<file path="config.mk">
export PLATFORM = sky130hd
export DESIGN_NAME = issue_ctrl
export DESIGN_NICKNAME = d
export VERILOG_FILES = /design/src/rtl/cpu_ctrl_pkg.sv /design/src/rtl/load_use_detect.sv /design/src/rtl/issue_ctrl.sv
export SDC_FILE = /design/constraint.sdc
export NUM_CORES = 1
export LEC_CHECK = 0
export ABC_AREA = 1
export CAP_MARGIN = 5
export CORE_UTILIZATION = 35
export DETAILED_ROUTE_END_ITERATION = 10
export GPL_TIMING_DRIVEN = 0
export PLACE_DENSITY = 0.76
export SYNTH_ARGS = -nofsm -noshare
export SYNTH_HDL_FRONTEND = slang
export SYNTH_SLANG_ARGS = --single-unit
</file>
<file path="constraint.sdc">
create_clock -name clk -period 4.51 [get_ports clk]
set_clock_uncertainty 0.2 [all_clocks]
set_input_delay 0.902 -clock clk [delete_from_list [all_inputs] [get_ports clk]]
set_output_delay 0.902 -clock clk [all_outputs]
set_load 0.02 [all_outputs]
</file>
<file path="src/rtl/cpu_ctrl_pkg.sv">
// cpu_ctrl_pkg: shared ID/EX control word layout, bubble constant and issue states
package cpu_ctrl_pkg;
   localparam int CTRL_W = 42;
   typedef struct packed {
      logic [3:0] af;
      logic       i;
      logic       alu_mux_sel;
      logic [2:0] shift_type;
      logic [4:0] cad;
      logic       gp_we;
      logic [2:0] gp_mux_sel;
      logic [3:0] bf;
      logic [1:0] pc_mux_select;
      logic       spr_mux_sel;
      logic       mem_wren;
      logic       mem_rren;
      logic [4:0] rs;
      logic [4:0] rt;
      logic [4:0] rd;
   } ctrl_word_t;
   localparam ctrl_word_t CTRL_BUBBLE = '0;
   typedef enum logic [1:0] {RUN, LDUSE, MWAIT} issue_state_t;
endpackage

</file>
<file path="src/rtl/load_use_detect.sv">
// load_use_detect: flags an ID word that reads the destination of a load sitting in EX
module load_use_detect
   import cpu_ctrl_pkg::*;
(
   input  logic [CTRL_W-1:0] ex_word,
   input  logic              ex_valid,
   input  logic [CTRL_W-1:0] id_word,
   input  logic              id_valid,
   output logic              haz
);
   ctrl_word_t ex, id;
   logic unused_bits;
   assign ex = ex_word;
   assign id = id_word;
   assign unused_bits = ^{ex_word, id_word};
   // rs and rt are both compared even when the opcode reads only one of them
   assign haz = ex_valid & ex.mem_rren & ex.gp_we & (ex.cad != '0) & id_valid
              & ((ex.cad == id.rs) | (ex.cad == id.rt));
endmodule

</file>
<file path="src/rtl/issue_ctrl.sv">
// issue_ctrl: ID/EX pipeline register with load-use bubble, memory hold, flush kill and perf counters
module issue_ctrl
   import cpu_ctrl_pkg::*;
#(
   parameter int W     = CTRL_W,
   parameter int CNT_W = 16
) (
   input  logic             clk,
   input  logic             rst,
   input  logic [W-1:0]     id_word,
   input  logic             id_valid,
   output logic             id_ready,
   input  logic             mem_busy,
   input  logic             flush,
   output logic [W-1:0]     ex_word,
   output logic             ex_valid,
   output logic [CNT_W-1:0] stall_cnt,
   output logic [7:0]       flush_cnt
);
   logic         haz;
   logic [W-1:0] word_nxt;
   logic         valid_nxt;
   issue_state_t state, state_nxt;

   load_use_detect u_lud (
      .ex_word (ex_word),
      .ex_valid(ex_valid),
      .id_word (id_word),
      .id_valid(id_valid),
      .haz     (haz)
   );

   assign id_ready = !rst & !flush & !mem_busy & !haz;

   always_comb begin
      word_nxt  = flush ? W'(CTRL_BUBBLE) : mem_busy ? ex_word : haz ? W'(CTRL_BUBBLE) : id_valid ? id_word : W'(CTRL_BUBBLE);
      valid_nxt = flush ? 1'b0 : mem_busy ? ex_valid : !haz & id_valid;
      state_nxt = flush ? RUN : mem_busy ? MWAIT : haz ? LDUSE : RUN;
   end

   always_ff @(posedge clk) begin
      if (rst) begin
         ex_word   <= '0;
         ex_valid  <= 1'b0;
         state     <= RUN;
         stall_cnt <= '0;
         flush_cnt <= '0;
      end else begin
         ex_word  <= word_nxt;
         ex_valid <= valid_nxt;
         state    <= state_nxt;
         if (id_valid && !id_ready && !(&stall_cnt)) stall_cnt <= stall_cnt + CNT_W'(1);
         if (flush && !(&flush_cnt)) flush_cnt <= flush_cnt + 8'd1;
      end
   end

   // the inserted bubble cannot itself be a load, so a load-use stall never repeats
   assert property (@(posedge clk) disable iff (rst) (state == LDUSE) |=> (state != LDUSE));
endmodule

</file>
* After elaboration in Yosys (flattened, before gate mapping)
Index checks and enable logic that the tools add are counted.
** Word-level totals
- Logic and storage cells :: 34
- Input port bits :: 47
- Output and inout port bits :: 68
- Flip-flop bits (word level) :: 67
** Operators by class
- Bitwise logic cells :: 10
- Reductions and logical operators :: 14
- Mux-type cells :: 2
- Equal/unequal tests :: 2
- Add/sub/neg operators :: 2
** Operators by type and width (count)
- $mux W42 :: 2
- $add A16 B1 Y16 const B :: 1
- $reduce_and A16 Y1 :: 1
- $eq A5 B5 Y1 :: 2
- $and A1 B1 Y1 :: 9
- $add A8 B1 Y8 const B :: 1
- $reduce_and A8 Y1 :: 1
- $logic_not A1 Y1 :: 7
- $reduce_bool A5 Y1 :: 1
- $logic_and A1 B1 Y1 :: 3
- $reduce_or A2 Y1 :: 1
- $or A1 B1 Y1 :: 1

* Logic depth before layout (Yosys ltp)
Gate-level depths: netlist (run 1).
- Depth after elaboration :: 10
- Depth in mapped cells :: 13
- Gate-level depth less buffers :: 12

* Modules after synthesis
A second synthesis (run 1) with hierarchy kept.
** Unflattened totals
- Cells, all modules :: 447
- Area, all modules :: 3138.0 µm²
** Modules (own cells, without submodules)
- issue_ctrl :: sequential area each 1341.3 µm², cells an instance 400, area each 2934.1 µm², instances 1
- load_use_detect :: sequential area each 0.0 µm², cells an instance 47, area each 203.9 µm², instances 1

* Worst setup path after synthesis (run 1)
Ideal clock, no wire load.
- Path kind :: input to output
- Start point :: input port rst
- End point :: output port id_ready
- Path buffers :: 2
- Arrival :: 1.862 ns
- Stages on the path :: 7
- Slack :: 1.546 ns
- Required time :: 3.408 ns
- Cell sequence :: buf_2 > inv_2 > nand2_1 > nor2_2 > nand2_8 > buf_6 > inv_1
** Between the ends
- Cells in the longest elaborated chain, start to end :: 4
** Ends and longest elaborated chain
- from (decl) :: line issue_ctrl.sv:9 : input logic rst,
- $logic_not A1 Y1 :: line issue_ctrl.sv:33 : assign id_ready = !rst & !flush & !mem_busy & !haz;
- $and A1 B1 Y1 (3 in a row) :: line issue_ctrl.sv:33
- to (decl) :: line issue_ctrl.sv:12 : output logic id_ready,
No other way between the ends.

* Worst setup path in the final report (run 1)
- Start point :: input port id_word[5]
- End point :: output port id_ready
** Between the ends
- Cells in the longest elaborated chain, start to end :: 5
** Ends and longest elaborated chain
- from (decl) :: line issue_ctrl.sv:10 : input logic [W-1:0] id_word,
- $eq A5 B5 Y1 :: line load_use_detect.sv:18 : & ((ex.cad == id.rs) | (ex.cad == id.rt));
- $or A1 B1 Y1 :: line load_use_detect.sv:18
- $and A1 B1 Y1 :: line load_use_detect.sv:18
- $logic_not A1 Y1 :: line issue_ctrl.sv:33
- $and A1 B1 Y1 :: line issue_ctrl.sv:33
No other way between the ends.

==> reports/qor.yml, run 1 <==
placed_design:
  post-place-ws_ns: 0.588
  dp_cells: 691
  place.gp.congestion: 0.892
  portBuffers: 111
  dp_hpwl_microns: 6720
  placed_cell_area_sq_um: 4430
route:
  drtPass1Iterations: 4
  vias: 3463
  ant_nets: 0
  drc_errors: 0
  drt_iter0_drc: 137
  routed_via_density: 4.90
  routedWlPerCell_microns: 12.7
  wirelength_microns: 9010
clock_tree:
  clk_pin_slew_ns: 0.08
  cts_htree_levels: 3
  cts_tree: "done"
  cts.sinks: 67
  cts-resized-gates: 0
  holdBufCountCts: 0
  clk_path_buf_depth: 2
  cts_root_buffer: "clkbuf_8"
  postCtsSetupRepairBufs: 0
  insertion_delay_ns: 0.35
  numCtsBuffers: 9
timing:
  rsz0062_at_grt: "false"
  worst_slew_pin_slew_ns: 0.539
  report.final.slew_viol_count: 0
  max_slew_margin_pct: 63.9
  hold_viol: 0
  fin_crit_sh_pct: 87.0
  finalSetupViolations: 0
  fin_ws_ns: 0.588
  clock.fmax_mhz: 255
  fin_crit_ns: 3.92
  finalSetupTns_ns: 0
  fin_hold_ws_ns: 0.267
synth:
  synth_top_area_cell: "dfxtp_1"
  postSynthAreaPerCell_sq_um: 6.74
  seq_area_frac_synth_pct: 42.2
  yosys.area.top_type_share_pct: 42.2
  yosysWarnings: 0
  synthCells: 472
  yosys-top-cells-area: "dfxtp_1 42%, nand2_1 14%, nand3_1 11%"
  synth_area_sq_um: 3180
  ys.flop_type: "dfxtp_1"
  ys_top_cells_by_count: "118 x nand2_1, 67 x dfxtp_1, 67 x nand3_1"
  ys_seq_elements: 67
  yosys.cell_count.top_type: "nand2_1"
  syn_nets: 521
  synth.distinct_cells: 26
  async_reset_ff_share_pct: 0
  synth-edff-count: 0
power_and_ir_drop:
  pwr-share-comb_pct: 12.3
  p_seq_share_pct: 46.4
  p_clk_share_pct: 41.2
  swShare_pct: 24.9
  p_leak_nw: 1.83
  internal-power_mw: 0.994
  vdd_drop_max_mv: 0.180
  powerDensity_nw_per_um2: 286
  p_sw_mw: 0.330
finish:
  n_antenna_cell: 0
  layout-drive-gt1-share_pct: 7.18
  fin_area_sq_um: 4640
  fin_nets: 643
  stdcell_count: 707
  area_growth_pct: 45.8
setup_path:
  r2r_cells: 10
  cp-end-kind: "primary output"
  start_kind: "input pin"
  crit_type: "input pin to primary output"
  path_max_fanout: 10
  cp.required_ns: 3.41
  reg2reg_to: "flush_cnt[5]"
  cp.arrival_ns: 2.82
  r2r-start: "flush_cnt[0]"
  rrSetupSlack_ns: 2.55
grt:
  grt_usage_pct: 19.7
  met3_usage_pct: 6.62
  grt_max_degree: 12
  overflow: 0
  grt_pass1_vias: 3375
  use_met1_pct: 23.2
  grt_busiest_layer: "met2"
  grt_pass1_wl_microns: 15500
  antenna_found_initial: 0
  grtUsageMet2_pct: 33.8
die:
  dieArea_sq_um: 9470
  io_pins: 115
  coreArea_sq_um: 8760
  die_y_microns: 97.3
  initial_core_util_pct: 36.3
  die_w_microns: 97.3
  rows: 34
min_path:
  hold_path.class: "flop to flop"
  hold_start: "ex_word[6]"
  min_to: "ex_word[6]"
  worstHoldPathCells: 2
flow_run:
  cap_violations: 0
run_status:
  outcome: "finished, final reports clean"
==> power by group through the flow <==
stage	clock [mW]	sequential (mW)	combinational, mW
after floorplan	0	0.642	0.0650
after global placement	0	0.628	0.161
after detailed placement	0	0.629	0.164
after CTS	0.556	0.615	0.164
after global routing	0.580	0.617	0.180
final	0.546	0.615	0.163
==> cells in the final DEF (no fill, tap or decap) <==
cell,instances
a21oi_1,48
a21oi_2,1
buf_1,2
buf_2,9
buf_6,2
bufinv_16,2
clkbuf_1,13
clkbuf_8,9
clkdlybuf4s50_1,111
clkinv_2,3
clkinvlp_4,1
dfxtp_1,67
ha_1,2
inv_1,49
inv_2,5
nand2_1,118
nand2_2,2
nand2_4,1
nand2_8,1
nand3_1,67
nand3_2,1
nand4_1,15
nor2_1,51
nor2_2,5
nor3_1,2
o21a_1,1
o21ai_0,6
o21ba_2,1
xnor2_1,3
xor2_1,1
==> logic make-up (layout without fill, tap and decap cells) <==
| logic type | after synthesis | after routing | synth area share [%] |
|---|---|---|---|
| compound gates | 57 | 57 | 9.32 |
| xor+xnor | 4 | 4 | 1.10 |
| fa+ha+maj | 2 | 2 | 0.787 |
| buf+inv | 79 | 206 | 10.2 |
| flops | 67 | 67 | 42.2 |
| simple gates | 263 | 263 | 36.4 |
==> flip-flops by register name (all words and copies together), names as in the netlist <==
name	cells
flush_cnt	8
stall_cnt	16
ex_valid	1
ex_word	42
==> critical path, stage by stage <==
cell,delay (ns)
clkdlybuf4s50_1,0.51
nor2_1,0.06
nor2_1,0.12
nor2_1,0.05
nand3_1,0.09
nand2_2,0.08
nand2_4,0.13
nand2_8,0.09
buf_6,0.15
inv_1,0.05
clkdlybuf4s50_1,0.59
==> stage by stage <==
| step | power [mW] | util (%) |
|---|---|---|
| floorplan | 0.707 | - |
| global placement | 0.789 | 50.5 |
| detailed placement | 0.792 | 50.5 |
| CTS | 1.34 | 52.9 |
| global route | 1.38 | 52.9 |
| finish | 1.32 | 52.9 |
==> how the worst max path moves through the flow <==
stage | endpoint | startpoint
after CTS | id_ready | id_word[11]
after global placement | id_ready | id_word[11]
after global routing | id_ready | id_word[7]
after detailed placement | id_ready | id_word[11]
final | id_ready | id_word[5]
after floorplan | id_ready | rst
==> area by class of cell <==
| class | count | area (sq um) |
|---|---|---|
| plain buffers | 24 | 116 |
| clock buffers | 11 | 131 |
| clock inverters | 5 | 77.6 |
| fillers | 868 | 4130 |
| inverters | 55 | 208 |
| multi-input cells | 326 | 1520 |
| flip-flops and latches | 67 | 1340 |
| well taps | 108 | 135 |
| repair buffers | 111 | 1110 |
==> layer usage <==
layer / routed length (microns) / part of all wire [%] / vias to the layer above
li1: - / - / 1756
met1: 3800 / 42 / 1571
met2: 4300 / 48 / 122
met3: 787 / 8.7 / 14
met4: 121 / 1.3 / 0
met5: 0 / 0 / -
(Power assumes the default switching activity.)
==> run 2: changes to the inputs <==
--- a/config.mk
+++ b/config.mk
@@ -8,9 +8,11 @@
 export ABC_AREA = 1
 export CAP_MARGIN = 5
 export CORE_UTILIZATION = 35
+export CTS_CLUSTER_SIZE = 20
 export DETAILED_ROUTE_END_ITERATION = 10
 export GPL_TIMING_DRIVEN = 0
 export PLACE_DENSITY = 0.76
 export SYNTH_ARGS = -nofsm -noshare
 export SYNTH_HDL_FRONTEND = slang
+export SYNTH_HIERARCHICAL = 1
 export SYNTH_SLANG_ARGS = --single-unit
==> reports/qor.yml, run 2 <==
grt:
  grt_pass1_wl_microns: 15000  # -2.7%
  grt_usage_pct: 19.3  # -0.44 points
  met3_usage_pct: 7.37  # +0.75 points
  grt_pass1_vias: 3314  # -1.8%
  grt_busiest_layer: "met2"
  overflow: 0  # unchanged
  use_met1_pct: 21.5  # -1.6 points
  grt_max_degree: 14  # +2
  antenna_found_initial: 0  # unchanged
  grtUsageMet2_pct: 33.9  # +0.11 points
route:
  drc_errors: 0  # unchanged
  wirelength_microns: 8960  # -0.52%
  drtPass1Iterations: 4  # unchanged
  routedWlPerCell_microns: 13.1  # +3.1%
  routed_via_density: 5.00  # +2.0%
  vias: 3408  # -1.6%
  drt_iter0_drc: 108  # -21%
  ant_nets: 0  # unchanged
setup_path:
  cp.required_ns: 3.41  # about the same
  crit_type: "input pin to primary output"
  cp.arrival_ns: 2.93  # +0.11 ns
  endpoint: "id_ready"
  reg2reg_to: "stall_cnt[8]"
  r2r_cells: 12  # +2
  start_kind: "input pin"
  rrSetupSlack_ns: 2.22  # -0.33 ns
  worstSetupStartpoint: "id_word[10]"
  cp-end-kind: "primary output"
  r2r-start: "ex_word[28]"
  path_max_fanout: 8  # -2
clock_tree:
  insertion_delay_ns: 0.34  # about the same
  holdBufCountCts: 0  # unchanged
  clk_path_buf_depth: 2  # unchanged
  cts_tree: "done"
  numCtsBuffers: 9  # unchanged
  postCtsSetupRepairBufs: 0  # unchanged
  cts.sinks: 67  # unchanged
  clk_pin_slew_ns: 0.08  # about the same
  cts-resized-gates: 0  # unchanged
  cts_htree_levels: 3  # unchanged
  cts_root_buffer: "clkbuf_8"
synth:
  synth_area_sq_um: 3140  # -1.3%
  ys_seq_elements: 67  # unchanged
  ys.flop_type: "dfxtp_1"
  yosys.area.top_type_share_pct: 42.7  # +0.57 points
  seq_area_frac_synth_pct: 42.7  # +0.57 points
  syn_nets: 496  # -4.8%
  yosys-top-cells-area: "dfxtp_1 43%, nand2_1 14%, nand3_1 9.9%"
  synthCells: 447  # -5.3%
  ys_top_cells_by_count: "118 x nand2_1, 67 x dfxtp_1, 62 x nand3_1"
  synth_top_area_cell: "dfxtp_1"
  yosys.cell_count.top_type: "nand2_1"
  yosysWarnings: 6  # +6
  synth.distinct_cells: 27  # +3.8%
  synth-edff-count: 0  # unchanged
  async_reset_ff_share_pct: 0  # unchanged
  postSynthAreaPerCell_sq_um: 7.02  # +4.2%
power_and_ir_drop:
  powerDensity_nw_per_um2: 293  # +2.4%
  p_leak_nw: 1.66  # -9.2%
  vdd_drop_max_mv: 0.166  # -8.2%
timing:
  finalSetupViolations: 0  # unchanged
  fin_crit_sh_pct: 89.5  # +2.5 points
  clock.fmax_mhz: 248  # -2.8%
  rsz0062_at_grt: "false"
  fin_crit_ns: 4.03  # +0.113 ns
  finalSetupTns_ns: 0  # unchanged
  max_slew_margin_pct: 69.1  # +5.2 points
  fin_hold_ws_ns: 0.257  # -0.00989 ns
  fin_ws_ns: 0.475  # -0.113 ns
  hold_viol: 0  # unchanged
  report.final.slew_viol_count: 0  # unchanged
  worst_slew_pin_slew_ns: 0.463  # -0.0759 ns
min_path:
  hold_path.class: "flop to flop"
finish:
  fill_cells: 826  # -4.8%
  final_common_cell: "nand2_1"
  area_growth_pct: 47.1
  layout-drive-gt1-share_pct: 8.36  # +1.2 points
  mostFrequentLayoutCells: "118 x nand2_1, 111 x clkdlybuf4s50_1, 67 x dfxtp_1"
  largest_reg_flops: 42  # unchanged
  n_antenna_cell: 0  # unchanged
  regMostFlops: "ex_word"
  fin_nets: 618  # -3.9%
  reg_top3: "ex_word: 42 flops, stall_cnt: 16 flops, flush_cnt: 8 flops"
die:
  dieArea_sq_um: 9350  # -1.3%
  io_pins: 115  # unchanged
  die_y_microns: 96.7  # -0.66%
  die_w_microns: 96.7  # -0.66%
  coreArea_sq_um: 8720  # -0.49%
  rows: 34  # unchanged
  initial_core_util_pct: 36.0  # -0.31 points
placed_design:
  post-place-ws_ns: 0.537  # -0.0511 ns
  dp_hpwl_microns: 6710  # -0.25%
  portBuffers: 111  # unchanged
  place.gp.congestion: 0.880  # -1.4%
flow_run:
  cap_violations: 0  # unchanged
run_status:
  outcome: "finished, final reports clean"
-- run 2: cell count changes in the layout (fill, tap and decap cells not counted), sizes merged, moves of 2 or more --
cell / previous run / this run
a21oi: 49 / 59
a31oi: 0 / 2
clkbuf: 22 / 20
clkinv: 3 / 0
inv: 54 / 31
nand3: 68 / 63
nand4: 15 / 6
xor2: 1 / 3
-- run 2: stage by stage --
step | power [mW] | utilization, % | std cells | instance area [sq um]
after floorplan | 0.700 | - | 447 | 3140
after global placement | 0.779 | 50.3 | 666 | 4380
after detailed placement | 0.783 | 50.3 | 666 | 4380
after CTS | 1.36 | 52.9 | 682 | 4620
after global routing | 1.40 | 52.9 | 682 | 4620
final | 1.35 | 52.9 | 682 | 4620
-- run 2: where the power goes --
part | switching, mW | total, mW | internal (mW)
sequential | 0.00980 | 0.612 | 0.602
clock | 0.249 | 0.581 | 0.332
combinational | 0.0807 | 0.157 | 0.0766
-- run 2: per-layer routing --
layer	vias up	wire, microns
met4	0	116
met3	15	745
met1	1563	3590
li1	1710	-
met2	120	4510
met5	-	0
-- run 2: cell type report --
class / count / area, sq um / share of cell area, %
tap: 108 / 135 / 2.93
inverter: 28 / 105 / 2.28
clock buffer: 10 / 138 / 2.98
buffer: 22 / 111 / 2.41
timing repair buffer: 111 / 1110 / 24.1
sequential: 67 / 1340 / 29.1
multi-input combinational: 330 / 1580 / 34.2
clock inverter: 6 / 93.8 / 2.03
-- run 2: worst max-delay path, stage by stage --
cell	delay (ns)
clkdlybuf4s50_1	0.52
nor2_1	0.06
nor2_1	0.13
nor2_1	0.06
nand3_1	0.09
a21oi_2	0.07
nor2_4	0.22
nand2_2	0.18
inv_1	0.09
clkdlybuf4s50_1	0.60
-- run 2: how the worst min path moves through the flow --
| stage | start | to | slack (ns) | cells past startpoint |
|---|---|---|---|---|
| after floorplan | ex_word[8] | ex_word[8] | 0.33 | 2 |
| after global placement | ex_word[8] | ex_word[8] | 0.25 | 2 |
| after detailed placement | ex_word[8] | ex_word[8] | 0.25 | 2 |
| after CTS | ex_word[8] | ex_word[8] | 0.26 | 2 |
| after global routing | ex_word[24] | ex_word[24] | 0.28 | 2 |
| final | ex_word[8] | ex_word[8] | 0.26 | 2 |
-- run 2: cell families after synthesis --
group | Yosys count | share of synthesized area (%)
compound gates | 68 | 11.5
buf+inv | 50 | 6.90
xor+xnor | 7 | 1.95
fa+ha+maj | 2 | 0.797
flops | 67 | 42.7
simple gates | 253 | 36.1
